### config.mk
export PLATFORM = sky130hd
export DESIGN_NAME = oled_pixel_scanner
export DESIGN_NICKNAME = d
export VERILOG_FILES = /design/src/rtl/oled_pixel_scanner.sv
export SDC_FILE = /design/constraint.sdc
export NUM_CORES = 1
export LEC_CHECK = 0
export CORE_MARGIN = 2
export CORE_UTILIZATION = 25
export DETAILED_ROUTE_END_ITERATION = 8
export PLACE_DENSITY = 0.49
export SLEW_MARGIN = 20
export SYNTH_ARGS = -nofsm -noshare
export SYNTH_HDL_FRONTEND = slang
export SYNTH_SLANG_ARGS = --single-unit
### constraint.sdc
create_clock -name clk -period 1.9 [get_ports clk]
set_clock_uncertainty 0.2 [all_clocks]
set_input_delay 0.285 -clock clk [delete_from_list [all_inputs] [get_ports clk]]
set_output_delay 0.285 -clock clk [all_outputs]
set_load 0.01 [all_outputs]
### src/rtl/oled_pixel_scanner.sv
// oled_pixel_scanner
// Walks the 96x64 panel in raster order, fetches each RGB565 pixel from the
// combinational colour generator and shifts it out MSB-first over 4-wire SPI
// (mode 3: SCLK idles high, data changes on the falling edge).
//
// Handshake: start is a one-cycle request honoured only in IDLE; a request
// seen while busy is dropped, not queued. busy rises the cycle after the
// request is taken and falls after the frame_done cycle, so a new request in
// the cycle right after frame_done starts the next frame with no gap.
module oled_pixel_scanner #(
  parameter int WIDTH   = 96,
  parameter int HEIGHT  = 64,
  parameter int CLK_DIV = 4
) (
  input  logic        clk,
  input  logic        reset,
  input  logic        start,
  input  logic [15:0] oled_data,
  output logic [6:0]  x,
  output logic [5:0]  y,
  output logic        busy,
  output logic        frame_done,
  output logic        cs_n,
  output logic        sclk,
  output logic        mosi,
  output logic        dc,
  output logic [2:0]  dbg_state
);

  // Divider counter needs at least one bit even when CLK_DIV is 1.
  localparam int DIV_W = (CLK_DIV > 1) ? $clog2(CLK_DIV) : 1;
  localparam logic [DIV_W-1:0] DIV_LAST = DIV_W'(CLK_DIV - 1);
  localparam logic [6:0] X_LAST = 7'(WIDTH - 1);
  localparam logic [5:0] Y_LAST = 6'(HEIGHT - 1);

  typedef enum logic [2:0] {
    S_IDLE  = 3'd0,
    S_LOAD  = 3'd1,
    S_SHIFT = 3'd2,
    S_NEXT  = 3'd3,
    S_DONE  = 3'd4
  } state_t;

  state_t           r_state;
  logic [6:0]       r_x;
  logic [5:0]       r_y;
  logic             r_busy;
  logic             r_frame_done;
  logic             r_cs_n;
  logic             r_sclk;
  logic             r_mosi;
  logic [15:0]      r_shift;
  logic [3:0]       r_bit;
  logic [DIV_W-1:0] r_div;
  logic             r_high;

  logic w_x_last;
  logic w_y_last;
  logic w_div_end;
  logic w_bit_last;

  assign w_x_last   = (r_x == X_LAST);
  assign w_y_last   = (r_y == Y_LAST);
  assign w_div_end  = (r_div == DIV_LAST);
  assign w_bit_last = (r_bit == 4'd15);

  // Frame sequencer: state, coordinates, SPI pins and status are all
  // registered here so every output changes only on a clock edge.
  always_ff @(posedge clk or posedge reset) begin
    if (reset) begin
      r_state      <= S_IDLE;
      r_x          <= 7'd0;
      r_y          <= 6'd0;
      r_busy       <= 1'b0;
      r_frame_done <= 1'b0;
      r_cs_n       <= 1'b1;
      r_sclk       <= 1'b1;
      r_mosi       <= 1'b0;
      r_shift      <= 16'd0;
      r_bit        <= 4'd0;
      r_div        <= '0;
      r_high       <= 1'b0;
    end else begin
      case (r_state)
        S_IDLE: begin
          if (start) begin
            r_x     <= 7'd0;
            r_y     <= 6'd0;
            r_busy  <= 1'b1;
            r_cs_n  <= 1'b0;
            r_state <= S_LOAD;
          end
        end

        // x/y have been stable for a full cycle, so the generator output
        // is settled; capture it and present the MSB with SCLK low.
        S_LOAD: begin
          r_shift <= oled_data;
          r_mosi  <= oled_data[15];
          r_sclk  <= 1'b0;
          r_div   <= '0;
          r_high  <= 1'b0;
          r_bit   <= 4'd0;
          r_state <= S_SHIFT;
        end

        // Each bit: CLK_DIV cycles low, CLK_DIV cycles high. The next bit
        // is placed on mosi together with the falling edge of SCLK.
        S_SHIFT: begin
          if (!w_div_end) begin
            r_div <= r_div + 1'b1;
          end else begin
            r_div <= '0;
            if (!r_high) begin
              r_high <= 1'b1;
              r_sclk <= 1'b1;
            end else begin
              r_high  <= 1'b0;
              r_shift <= {r_shift[14:0], 1'b0};
              r_bit   <= r_bit + 4'd1;
              if (w_bit_last) begin
                // Last bit done: leave SCLK high through NEXT/LOAD.
                r_state <= S_NEXT;
              end else begin
                r_sclk <= 1'b0;
                r_mosi <= r_shift[14];
              end
            end
          end
        end

        // Advance raster position; cs_n stays low between pixels.
        S_NEXT: begin
          if (w_x_last && w_y_last) begin
            r_x          <= 7'd0;
            r_y          <= 6'd0;
            r_cs_n       <= 1'b1;
            r_frame_done <= 1'b1;
            r_state      <= S_DONE;
          end else begin
            if (w_x_last) begin
              r_x <= 7'd0;
              r_y <= r_y + 6'd1;
            end else begin
              r_x <= r_x + 7'd1;
            end
            r_state <= S_LOAD;
          end
        end

        S_DONE: begin
          r_frame_done <= 1'b0;
          r_busy       <= 1'b0;
          r_state      <= S_IDLE;
        end

        default: begin
          r_state <= S_IDLE;
        end
      endcase
    end
  end

  assign x          = r_x;
  assign y          = r_y;
  assign busy       = r_busy;
  assign frame_done = r_frame_done;
  assign cs_n       = r_cs_n;
  assign sclk       = r_sclk;
  assign mosi       = r_mosi;
  assign dc         = 1'b1;
  assign dbg_state  = r_state;

endmodule
======== After elaboration in Yosys (flattened, before gate mapping) ========
Index checks and enable logic that the tools add are counted.
W data, S select, Z words.
cells by class
  reductions and logical operators ........ 16
  shifts and indexed selects .............. 0
  order comparisons ....................... 0
  muxes and demuxes ....................... 39
  equality and inequality tests ........... 16
  bitwise logic cells ..................... 0
  $add $sub $neg .......................... 4
  div/mod/pow operators ................... 0
  multipliers ............................. 0
operator list
  operator               number
  $mux W15               2
  $pmux W15 S2           1
  $mux W7                3
  $mux W6                3
  $mux W3                5
  $pmux W7 S2            1
  $ne A2 B2 Y1 const B   6
  $pmux W1 S2            6
  $pmux W3 S4            1
  $pmux W6 S2            1
  $reduce_and A3 Y1      4
  $mux W1                11
  $mux W4                2
  $pmux W4 S2            1
  $reduce_and A2 Y1      4
  $reduce_and A4 Y1      2
  $reduce_bool A2 Y1     4
  $add A7 B1 Y7 const B  1
  $eq A7 B7 Y1 const B   1
  $add A6 B1 Y6 const B  1
  $eq A3 B2 Y1 const B   2
  $eq A6 B6 Y1 const B   1
  $ne A3 B3 Y1 const B   2
  $add A4 B1 Y4 const B  1
  other kinds (9)        9
storage, ports and cells
  memories ................................ 0
  logic and storage cells ................. 87
  bits in latches ......................... 0
  memory bits (read-only) ................. 0
  input bits .............................. 19
  output and inout port bits .............. 22
  register bits after elaboration ......... 43
  RAM bits ................................ 0

======== Logic depth before layout (Yosys ltp) ========
  depth after elaboration ................. 5
  mapped depth ............................ 6
  depth with buffers taken out ............ 5

======== Least setup slack after synthesis ========
No wires, ideal clock.
  path type ............................... register to register
  from .................................... reg r_x[0], in the netlist x[0]
  to ...................................... reg r_y[5], in the netlist y[5]
  arrival time ............................ 1.794 ns
  clock period less this slack ............ 2.082 ns
  buffers on the path ..................... 1
  library setup time ...................... 0.087 ns
  data required time ...................... 1.613 ns
  stages on the path, launching flop included .. 7
  slack ................................... -0.182 ns
  path through ............................ dfrtp_1 -> ha_1 -> nand4_1 -> o21a_1 -> buf_2 -> or4_1 -> a22oi_1
on the way
  word-level cells in the longest chain between the ends .. 4
  elaborated cells between the ends (all ways) .. 6
  those cells by class .................... 2 x eq/ne; 2 x mux; 2 x reduce/logical
ends and longest elaborated chain
  what                                                               RTL line  RTL
  start: declaration                                                 45        logic [6:0] r_x;
  start signal: assignment                                           145       r_x <= r_x + 7'd1;
  $eq A7 B7 Y1 (*)                                                   62        assign w_x_last = (r_x == X_LAST);
  $logic_and A1 B1 Y1                                                134       if (w_x_last && w_y_last) begin
  $ne A3 B3 Y1 (no source line) or $mux W6 (tied branches)           --
  $reduce_and A3 Y1 (no source line) or $pmux W6 S2 (tied branches)  --
  end signal: assignment                                             143       r_y <= r_y + 6'd1;
  end: declaration                                                   46        logic [5:0] r_y;
Mark *: on every way between the ends. The rest lies on a longest branch, timed or not.
A chain may end at the register's enable or synchronous reset.

======== Worst setup path after layout ========
  from .................................... reg r_state[1], in the netlist dbg_state[1]
  to ...................................... reg r_y[5], in the netlist y[5]
on the way
  word-level cells in the longest chain between the ends .. 3
  elaborated cells between the ends (all ways) .. 7
  those cells by class .................... 3 x eq/ne; 1 x mux; 3 x reduce/logical
ends and longest elaborated chain
  what                                                         RTL line  RTL
  start: declaration                                           44        state_t r_state;
  start signal: assignment                                     71        r_state <= S_IDLE;
  start signal: assignment                                     91        r_state <= S_LOAD;
  start signal: assignment                                     104       r_state <= S_SHIFT;
  $eq A3 B2 Y1 or $logic_not A3 Y1 (tied branches)             84        case (r_state)
  $ne A3 B3 Y1 (no source line), or another cell as far along  --
  $reduce_and A3 Y1 (no source line)                           --
Parallel ways exist; a longest one is shown, timed or not.

==> results by group <==
Run status
  • Status: finished, violations left
  • Failing checks: setup timing

Min path
  • Worst hold-check path type: in -> async

Power and ir drop
  • Clock power frac: 13.3%
  • PD cells: 1320 mW/mm^2
  • Leakage power: 1.43 nW
  • VDD IR max: 0.510 mV
  • Total internal power: 2.70 mW
  • Final Power: 4.30 mW
  • Switching Share: 37.3%
  • NetSw: 1.60 mW
  • Flop pwr share: 32.7%
  • Comb power frac: 54.0%

Critical path
  • WP buf/inv: 0
  • FF-to-FF setup slack: -0.07 ns
  • CP Capture Type: flop
  • CP top delay family: simple AND/OR/NAND/NOR gates
  • CP required: 1.92 ns
  • Highest-delay cell along the critical path: or4b_4
  • Setup CP Type: reg -> reg
  • Largest stage delay on the critical path: 0.53 ns
  • CP Max Fanout: 4
  • Worst path cell trace: or4b_4, and2_4, or4_4, a22oi_2
  • Crit start category: flop
  • Critical path data arrival time: 1.99 ns

Timing
  • Max Fclk: 507 MHz
  • RSZ-0062 raised after global routing: true
  • Final Hold Vio Count: 0
  • Min cycle time layout: 1.97 ns
  • Hold WS: 0.148 ns
  • Final setup violation count: 3
  • Setup ws final: -0.0720 ns
  • TNS Setup: -0.183 ns
  • Fin. max-slew vios: 0
  • Tcrit/Tclk final: 104%

Place
  • Post-detail-place hpwl: 3670 um
  • Place WS: -0.410 ns
  • I/O Buffers: 39
  • GPL Wtd Cong: 0.853
  • Placed cell area: 0.00287 mm^2
  • Placed cells: 398

Yosys
  • Syn nets: 254
  • Post-synth EDFFs: 0
  • Seq cells post-synth: 43
  • Yosys cell types: 43
  • Synthesized area per cell: 9.16 um^2
  • Synth area leaders: dfrtp_1 (48%), nand2_1 (6.7%), o21ai_0 (4.5%)
  • Ys async rst share: 100%
  • Ys flop type: dfrtp_1
  • Register area share after synthesis: 51.0%
  • Cell with the most instances after synthesis: dfrtp_1
  • Yosys top cell area share: 48.5%
  • Synth cell count leaders: dfrtp_1 (41), nand2_1 (38), nor2_1 (22)
  • Mapped Area: 0.00212 mm^2
  • Synth area leader: dfrtp_1
  • Ys Warns: 0
  • Gate Count Post-Synth: 231

Die
  • Num ports: 41
  • Row Count: 33
  • Die footprint: 0.00922 mm^2
  • Core area: 0.00822 mm^2
  • Die Wd: 96.0 um
  • Die Y: 96.0 um
  • Starting Density: 25.7%

Finish
  • Utilization after layout: 39.5%
  • Net count reported at finish: 334
  • Area grow syn2layout: 53.6%
  • Diode count: 0
  • Post-route insts no fill: 417
  • Fin area: 0.00325 mm^2
  • Share of layout cells above drive strength 1: 26.3%

Drt
  • Overall routed net length: 5420 um
  • Vias: 1,980
  • Post-route ant nets: 0
  • Routed length per instance: 13.0 um
  • Pre-Repair DR Iteration Count: 4
  • Via density: 4.75
  • DRC: 0
  • Initial DRC count: 79

CTS
  • Clock transition at path regs: 0.09 ns
  • Hold_buf cts: 0
  • # clock sinks: 43
  • H-tree lvl count: 2
  • Worst-Skew Late Latency: 0.29 ns
  • Clk buf depth: 2
  • Root buf cell: clkbuf_8
  • Inserted Clock Buffers: 5
  • TritonCTS clock tree: yes

Global route
  • First-pass GRT wire length: 8470 um
  • Largest net degree at the start of global routing: 44
  • Vias in the first global route: 1,856
  • GRT overflow: 0
  • Initial antenna violation count: 0
  • GRT Total Usage: 11.6%

Run
  • Max Cap Viol: 0
==> power by group through the flow <==
stage | Combinational [mW] | Sequential [mW] | Clock [mW]
after floorplan | 1.04 | 1.44 | 0
after global placement | 1.84 | 1.40 | 0
after detailed placement | 1.86 | 1.41 | 0
after CTS | 1.88 | 1.39 | 0.591
after global routing | 2.56 | 1.44 | 0.628
final | 2.32 | 1.41 | 0.574
==> cell type report <==
cell class	instances	area, um^2
clock buffers	7	76.3
clock inverters	1	5.00
fillers	837	4970
inverters	7	26.3
multi-input cells	168	1080
flip-flops and latches	43	1080
well taps	105	131
repair buffers	86	852
==> worst register-to-register path, delay by kind of cell, from the launching register on <==
| kind | cells | cell delay (ns) |
|---|---|---|
| AO/OA/AOI/OAI | 1 | 0.15 |
| flip-flops | 1 | 0.39 |
| AND/OR/NAND/NOR | 3 | 1.16 |
==> registers in the layout, summed over array words and instances, names as in the netlist <==
name	flops
r_div	2
r_bit	4
busy	1
r_high	1
frame_done	1
cs_n	1
mosi	1
x	7
y	6
dbg_state	3
r_shift	15
sclk	1
==> what timing repair did <==
action                     in CTS  in global routing
setup endpoints to repair      16                 35
cloned                          0                  2
resized for setup               7                 39
pin swaps                       9                 16
setup buffers                   2                  7
==> worst paths after layout <==
kind	start	to	cells after the start
worst max-delay path	dbg_state[1]	y[5]	4
worst min-delay path	reset	r_bit[1]	3
worst max register to register	dbg_state[1]	y[5]	4
worst min register to register	sclk	sclk	2
max in group asynchronous	reset	sclk	3
min in group clk	sclk	sclk	2
==> routing by layer <==
| layer | track usage, % | vias up | wire, um |
|---|---|---|---|
| met3 | 2.58 | 6 | 195 |
| li1 | - | 977 | - |
| met2 | 19.0 | 40 | 2640 |
| met5 | 0 | - | 0 |
| met1 | 15.3 | 957 | 2520 |
| met4 | 3.21 | 0 | 65 |
==> cells by family (layout without fill, tap and decap cells) <==
group / Yosys count / after routing / synth area share, %
AND/OR/NAND/NOR: 97 / 97 / 22.5
AO/OA/AOI/OAI: 64 / 64 / 18.7
flip-flops: 43 / 43 / 51.0
buffers and inverters: 20 / 101 / 4.26
adder cells (fa/ha/maj): 4 / 4 / 2.37
other: 1 / 1 / 0.177
XOR/XNOR: 1 / 1 / 0.414
multiplexers: 1 / 1 / 0.532
==> cell usage in the layout, fill, tap and decap left out, types with 2 or more instances in the layout <==
cell type and count:
o21ai_1 5, buf_6 6, clkbuf_16 2, nand3_2 2, inv_1 7, clkbuf_1 2, or4_1 2, and2_1 2
o31ai_1 2, buf_8 3, buf_12 2, nand2_1 37, nand2b_1 5, nor2_1 21, dfrtp_1 41, o21ai_0 12
dlymetal6s2s_1 2, ha_1 3, a21oi_1 8, nand3_1 10, o21a_1 2, clkbuf_8 5, a22o_1 5, a21oi_2 3
buf_4 34, dfstp_2 2, o21ai_2 2, a31oi_1 15, clkdlybuf4s50_1 36
No activity file was read; power rests on OpenSTA's default activity.
